## config.mk

```make
export PLATFORM = sky130hd
export DESIGN_NAME = uart_tx_arbiter_flat
export DESIGN_NICKNAME = d
export VERILOG_FILES = /design/src/rtl/uart_tx_arbiter_if.sv /design/src/rtl/uart_tx_arbiter.sv /design/src/flat_wrapper.sv
export SDC_FILE = /design/constraint.sdc
export NUM_CORES = 1
export LEC_CHECK = 0
export CAP_MARGIN = 25
export CORE_MARGIN = 2
export CORE_UTILIZATION = 44
export DETAILED_ROUTE_END_ITERATION = 10
export HOLD_SLACK_MARGIN = 0.08
export PLACE_DENSITY = 0.94
export SYNTH_ARGS = -nofsm -noshare
export SYNTH_HDL_FRONTEND = slang
export SYNTH_SLANG_ARGS = --single-unit
```

## constraint.sdc

```tcl
create_clock -name clk -period 3.64 [get_ports clk]
set_input_delay 0.728 -clock clk [delete_from_list [all_inputs] [get_ports clk]]
set_output_delay 0.728 -clock clk [all_outputs]
set_load 0.1 [all_outputs]
```

## src/rtl/uart_tx_arbiter_if.sv

```systemverilog
// Requester and transmitter bundle for the uart_tx round-robin arbiter.
interface uart_tx_arbiter_if #(
    parameter int NUM_REQ = 4
);
    logic [NUM_REQ-1:0]   req_valid;
    logic [8*NUM_REQ-1:0] req_data;
    logic [NUM_REQ-1:0]   req_last;
    logic [NUM_REQ-1:0]   req_ready;
    logic [NUM_REQ-1:0]   grant;
    logic                 busy;
    logic                 tx_data_en;
    logic [7:0]           tx_data;
    logic                 tx_done;
    logic                 err_timeout;

    modport slave (
        input  req_valid, req_data, req_last, tx_done,
        output req_ready, grant, busy, tx_data_en, tx_data, err_timeout
    );

    modport master (
        output req_valid, req_data, req_last, tx_done,
        input  req_ready, grant, busy, tx_data_en, tx_data, err_timeout
    );
endinterface

```

## src/rtl/uart_tx_arbiter.sv

```systemverilog
// Packet-locked round-robin arbiter sharing one uart_tx among NUM_REQ clients.
// Define UART_ARB_TIMEOUT_EN to enable the WAIT-state watchdog abort.
module uart_tx_arbiter #(
    parameter int NUM_REQ        = 4,
    parameter int TIMEOUT_CYCLES = 200000
) (
    input logic            clk,
    input logic            rst_n,
    uart_tx_arbiter_if.slave bus
);
    localparam int IW = (NUM_REQ > 1) ? $clog2(NUM_REQ) : 1;

    typedef enum logic [1:0] {IDLE, SEND, WAIT, HOLD} state_t;

    state_t             state;
    logic [IW-1:0]      owner;
    logic [IW-1:0]      ptr;
    logic [IW-1:0]      pick;
    logic [IW-1:0]      owner_nxt;
    logic               pick_hit;
    logic [NUM_REQ-1:0] grant_q;
    logic [NUM_REQ-1:0] ready;
    logic               en_q;
    logic [7:0]         data_q;
    logic               last_flag;
    logic               sel_valid;
    logic               sel_last;
    logic [7:0]         sel_data;

`ifdef UART_ARB_TIMEOUT_EN
    localparam int CW = (TIMEOUT_CYCLES > 2) ? $clog2(TIMEOUT_CYCLES) : 1;
    logic [CW-1:0] cnt;
    logic          err_q;
`endif

    // Lowest-offset requester at or above ptr wins; scan high to low so it is written last.
    always_comb begin
        int j;
        logic [IW-1:0] cand;
        j        = 0;
        cand     = '0;
        pick_hit = 1'b0;
        pick     = ptr;
        for (int k = NUM_REQ - 1; k >= 0; k--) begin
            j    = (int'(ptr) + k) % NUM_REQ;
            cand = IW'(j);
            if (bus.req_valid[cand]) begin
                pick_hit = 1'b1;
                pick     = cand;
            end
        end
    end

    always_comb begin
        sel_valid = 1'b0;
        sel_last  = 1'b0;
        sel_data  = 8'h00;
        ready     = '0;
        for (int i = 0; i < NUM_REQ; i++) begin
            if (owner == IW'(i)) begin
                sel_valid = bus.req_valid[i];
                sel_last  = bus.req_last[i];
                sel_data  = bus.req_data[8*i +: 8];
                ready[i]  = (state == SEND);
            end
        end
    end

    assign owner_nxt = (owner == IW'(NUM_REQ - 1)) ? '0 : owner + 1'b1;

    always_ff @(posedge clk or negedge rst_n) begin
        if (!rst_n) begin
            state     <= IDLE;
            owner     <= '0;
            ptr       <= '0;
            grant_q   <= '0;
            en_q      <= 1'b0;
            data_q    <= 8'h00;
            last_flag <= 1'b0;
`ifdef UART_ARB_TIMEOUT_EN
            cnt       <= '0;
            err_q     <= 1'b0;
`endif
        end else begin
`ifdef UART_ARB_TIMEOUT_EN
            err_q <= 1'b0;
`endif
            unique case (state)
                IDLE: begin
                    if (pick_hit) begin
                        owner   <= pick;
                        grant_q <= {{(NUM_REQ-1){1'b0}}, 1'b1} << pick;
                        state   <= SEND;
                    end
                end
                SEND: begin
                    data_q    <= sel_data;
                    last_flag <= sel_last;
                    en_q      <= 1'b1;
                    state     <= WAIT;
`ifdef UART_ARB_TIMEOUT_EN
                    cnt       <= '0;
`endif
                end
                WAIT: begin
                    if (bus.tx_done) begin
                        if (last_flag) begin
                            grant_q <= '0;
                            en_q    <= 1'b0;
                            ptr     <= owner_nxt;
                            state   <= IDLE;
                        end else if (sel_valid) begin
                            state <= SEND;
                        end else begin
                            en_q  <= 1'b0;
                            state <= HOLD;
                        end
                    end
`ifdef UART_ARB_TIMEOUT_EN
                    else if (cnt == CW'(TIMEOUT_CYCLES - 1)) begin
                        err_q   <= 1'b1;
                        grant_q <= '0;
                        en_q    <= 1'b0;
                        ptr     <= owner_nxt;
                        state   <= IDLE;
                    end else begin
                        cnt <= cnt + 1'b1;
                    end
`endif
                end
                HOLD: begin
                    if (sel_valid) state <= SEND;
                end
                default: state <= IDLE;
            endcase
        end
    end

    assign bus.req_ready  = ready;
    assign bus.grant      = grant_q;
    assign bus.busy       = (state != IDLE);
    assign bus.tx_data_en = en_q;
    assign bus.tx_data    = data_q;
`ifdef UART_ARB_TIMEOUT_EN
    assign bus.err_timeout = err_q;
`else
    assign bus.err_timeout = 1'b0;
`endif
endmodule
```

## src/flat_wrapper.sv

```systemverilog
// flat-port wrapper written by rule: the top's interface ports become plain ports
module uart_tx_arbiter_flat 
#(
    parameter int NUM_REQ        = 4,
    parameter int TIMEOUT_CYCLES = 200000
)
  (clk, rst_n, bus_req_valid, bus_req_data, bus_req_last, bus_tx_done, bus_req_ready, bus_grant, bus_busy, bus_tx_data_en, bus_tx_data, bus_err_timeout);
  uart_tx_arbiter_if #(.NUM_REQ(NUM_REQ)) bus_i ();
  input logic clk;
  input logic rst_n;
  input wire logic [$bits(bus_i.req_valid)-1:0] bus_req_valid;
  input wire logic [$bits(bus_i.req_data)-1:0] bus_req_data;
  input wire logic [$bits(bus_i.req_last)-1:0] bus_req_last;
  input wire logic [$bits(bus_i.tx_done)-1:0] bus_tx_done;
  output wire logic [$bits(bus_i.req_ready)-1:0] bus_req_ready;
  output wire logic [$bits(bus_i.grant)-1:0] bus_grant;
  output wire logic [$bits(bus_i.busy)-1:0] bus_busy;
  output wire logic [$bits(bus_i.tx_data_en)-1:0] bus_tx_data_en;
  output wire logic [$bits(bus_i.tx_data)-1:0] bus_tx_data;
  output wire logic [$bits(bus_i.err_timeout)-1:0] bus_err_timeout;
  assign bus_i.req_valid = bus_req_valid;
  assign bus_i.req_data = bus_req_data;
  assign bus_i.req_last = bus_req_last;
  assign bus_i.tx_done = bus_tx_done;
  assign bus_req_ready = bus_i.req_ready;
  assign bus_grant = bus_i.grant;
  assign bus_busy = bus_i.busy;
  assign bus_tx_data_en = bus_i.tx_data_en;
  assign bus_tx_data = bus_i.tx_data;
  assign bus_err_timeout = bus_i.err_timeout;
  uart_tx_arbiter #(.NUM_REQ(NUM_REQ), .TIMEOUT_CYCLES(TIMEOUT_CYCLES)) u_core (.clk(clk), .rst_n(rst_n), .bus(bus_i));
endmodule
```

==> flow_summary.toml <==
[timing]
finalClockSkew_ns = 0.00574
period_needed_ns = 2.62
worstMarginPinSlew_ns = 0.980
rsz0062_at_grt = "no"
setup_violations = 0
hold_violations = 0
fin_crit_sh_pct = 71.9
maxSlewHeadroom_pct = 34.4
drv_slew = 0
max_freq_mhz = 382
fin_setup_tns_ns = 0

[setup_path]
critPathMaxFanout = 13
critical_path_class = "flop to output pin"
cp-start-kind = "flop"
cp-end-kind = "output pin"
cp.arrival_ns = 1.89
cp_data_required_time_ns = 2.91

[hold_path]
hp-class = "flop to flop"

[synthesis]
ys_warn_count = 0
synth_top_area_share_pct = 37.8
synth-edff-count = 0
synth_nets = 206
netlist_instances = 155
yosysTopAreaCell = "dfrtp_1"
ys_top_cells_by_count = "20 x dfrtp_1, 18 x a21oi_1, 12 x nand2_1"
synth-seq-cells = 20
syn_area_um2 = 1320
yosysMostFrequentCell = "dfrtp_1"
synth_ff_type = "dfrtp_1"
ys_types = 33
syn_area_per_cell_um2 = 8.53
synthTopCellsByArea = "dfrtp_1 38%, ha_1 7.6%, a21oi_1 6.8%"
ys_seq_area_share_pct = 37.8
synth-async-reset-ratio_pct = 100

[pwr]
p_comb_share_pct = 74.2
p_per_area_nw_per_um2 = 1050
vdd_drop_max_mv = 0.781
pwr-share-seq_pct = 19.6
p_switching_mw = 1.21
power.internal_mw = 0.850
power_switching_share_pct = 58.8
clockPowerShare_pct = 6.1
leakage_nw = 0.835

[cells_and_area]
utilization_pct = 70.1
syn_to_final_growth_pct = 48.6
final_nets = 265
nFillCells = 221
num_antenna_cells = 0
drive_gt1_share_pct = 6.57

[route]
drtAntennaViolNets = 0
drt_first_pass_iters = 9
drt_iter0_drc = 67
drc = 2
via_count = 1355
vias_per_cell = 5.55
wirelength_mm = 3.75
wire_per_inst_um = 15.4

[floorplanning]
die_x_um = 58.8
rows = 19
initial_core_util_pct = 47.1
coreArea_um2 = 2810
pin_count = 62
die_area_um2 = 3460
die_y_um = 58.8

[cts]
postCtsSetupRepairBufs = 0
cts_tree = "yes"
cts_max_path_buffers = 2
clk_pin_slew_ns = 0.11
clk_latency_ns = 0.30
cts_root_buf = "clkbuf_4"
htreeDepth = 1
hold_buffers = 0
ctsResizeCount = 0
cts_sinks = 20
cts_buffers = 3

[placement]
hpwlAfterDp_mm = 2.98
io_buffers = 60
gp_congestion = 0.840

[job]
max_cap_violations = 0

[global_route]
grt_max_degree = 21
grt_use_total_pct = 21.3
overflow = 0
antenna_found_initial = 0
grt_pass1_wl_mm = 5.50
grt_pass1_vias = 1228

[outcome]
outcome = "complete, but fails checks"
violations = "DRC"
[kinds of logic (layout without fill, tap and decap cells)]
kind of cell               after synthesis  after routing  synth area share (%)
AOI/OAI and AO/OA                       49             49                  23.9
adders and majority gates                8              8                  7.57
buffers and inverters                   17             75                  5.49
DFF                                     20             20                  37.8
muxes                                    3              3                  2.74
other                                    1              1                 0.284
and+or+nand+nor                         57             57                  22.1
[flip-flops by register name, indices dropped and copies added (netlist names)]
register               flops
u_core.bus.tx_data_en      1
u_core.state               2
u_core.last_flag           1
u_core.bus.grant           4
u_core.owner               2
u_core.ptr                 2
u_core.bus.tx_data         8
[routing by layer]
metal / vias up / track usage, % / wire, µm
met3: 16 / 4.40 / 149
met4: 0 / 10.4 / 144
met5: - / 0 / 0
met2: 47 / 37.0 / 1920
li1: 670 / - / -
met1: 622 / 24.9 / 1540
[placed cells by master (no fill, tap or decap), types with 2 or more instances in the layout]
master / instances
ha_1: 8
nor2_1: 11
nand2_1: 12
and2_1: 4
a22o_1: 4
dfrtp_1: 20
nand2b_1: 3
o211ai_1: 2
a221oi_1: 8
a21oi_1: 18
inv_1: 8
nor2b_1: 11
a22oi_1: 3
o21ai_1: 5
clkbuf_4: 3
nand3b_1: 2
clkdlybuf4s50_1: 55
o21ai_0: 4
nor3_1: 9
buf_4: 8
a21o_1: 2
[area by class of cell]
type / count / area, µm² / share of cell area, %
Tap cell: 31 / 38.8 / 1.97
Sequential cell: 20 / 500 / 25.5
Timing Repair Buffer: 63 / 611 / 31.1
Inverter: 8 / 30.0 / 1.53
Multi-Input combinational cell: 118 / 749 / 38.1
Clock buffer: 4 / 36.3 / 1.85
[worst max-delay path, stage by stage, from the launching register on]
cell and delay (ns):
dfrtp_1 0.41, inv_1 0.11, ha_1 0.39, buf_4 0.25, and2_1 0.13, buf_4 0.28
[power by group through the flow]
| stage | logic [mW] | clock network, mW | registers, mW |
|---|---|---|---|
| floorplan | 0.711 | 0 | 0.864 |
| global placement | 1.50 | 0 | 0.403 |
| detailed placement | 1.53 | 0 | 0.408 |
| CTS | 1.54 | 0.133 | 0.405 |
| global route | 1.62 | 0.141 | 0.417 |
| finish | 1.53 | 0.126 | 0.405 |
[stage by stage]
step	total power [mW]	cell area (µm²)	hold slack [ns]	worst slack [ns]	cells
floorplan	1.57	1320	0.432	1.04	155
detailed placement	1.94	1930	0.483	1.22	240
CTS	2.07	1970	0.509	1.00	244
finish	2.06	1970	0.504	1.02	244
global route	2.18	1970	0.535	0.883	244
global placement	1.90	1930	0.461	1.26	240
[path summary, 6_finish.rpt]
kind | end | slack, ns | cells past startpoint | startpoint
worst min register to register | u_core.bus.tx_data[1] | 0.50 | 1 | u_core.bus.tx_data[1]
worst max register to register | u_core.state[0] | 1.24 | 7 | u_core.owner[1]
worst min-delay path | u_core.bus.tx_data[1] | 0.50 | 1 | u_core.bus.tx_data[1]
max in group asynchronous | u_core.bus.tx_data[3] | 2.21 | 1 | rst_n
min in group asynchronous | u_core.bus.grant[3] | 0.90 | 1 | rst_n
worst max-delay path | bus_req_ready[3] | 1.02 | 5 | u_core.state[1]
No activity file was read; power rests on OpenSTA's default activity.
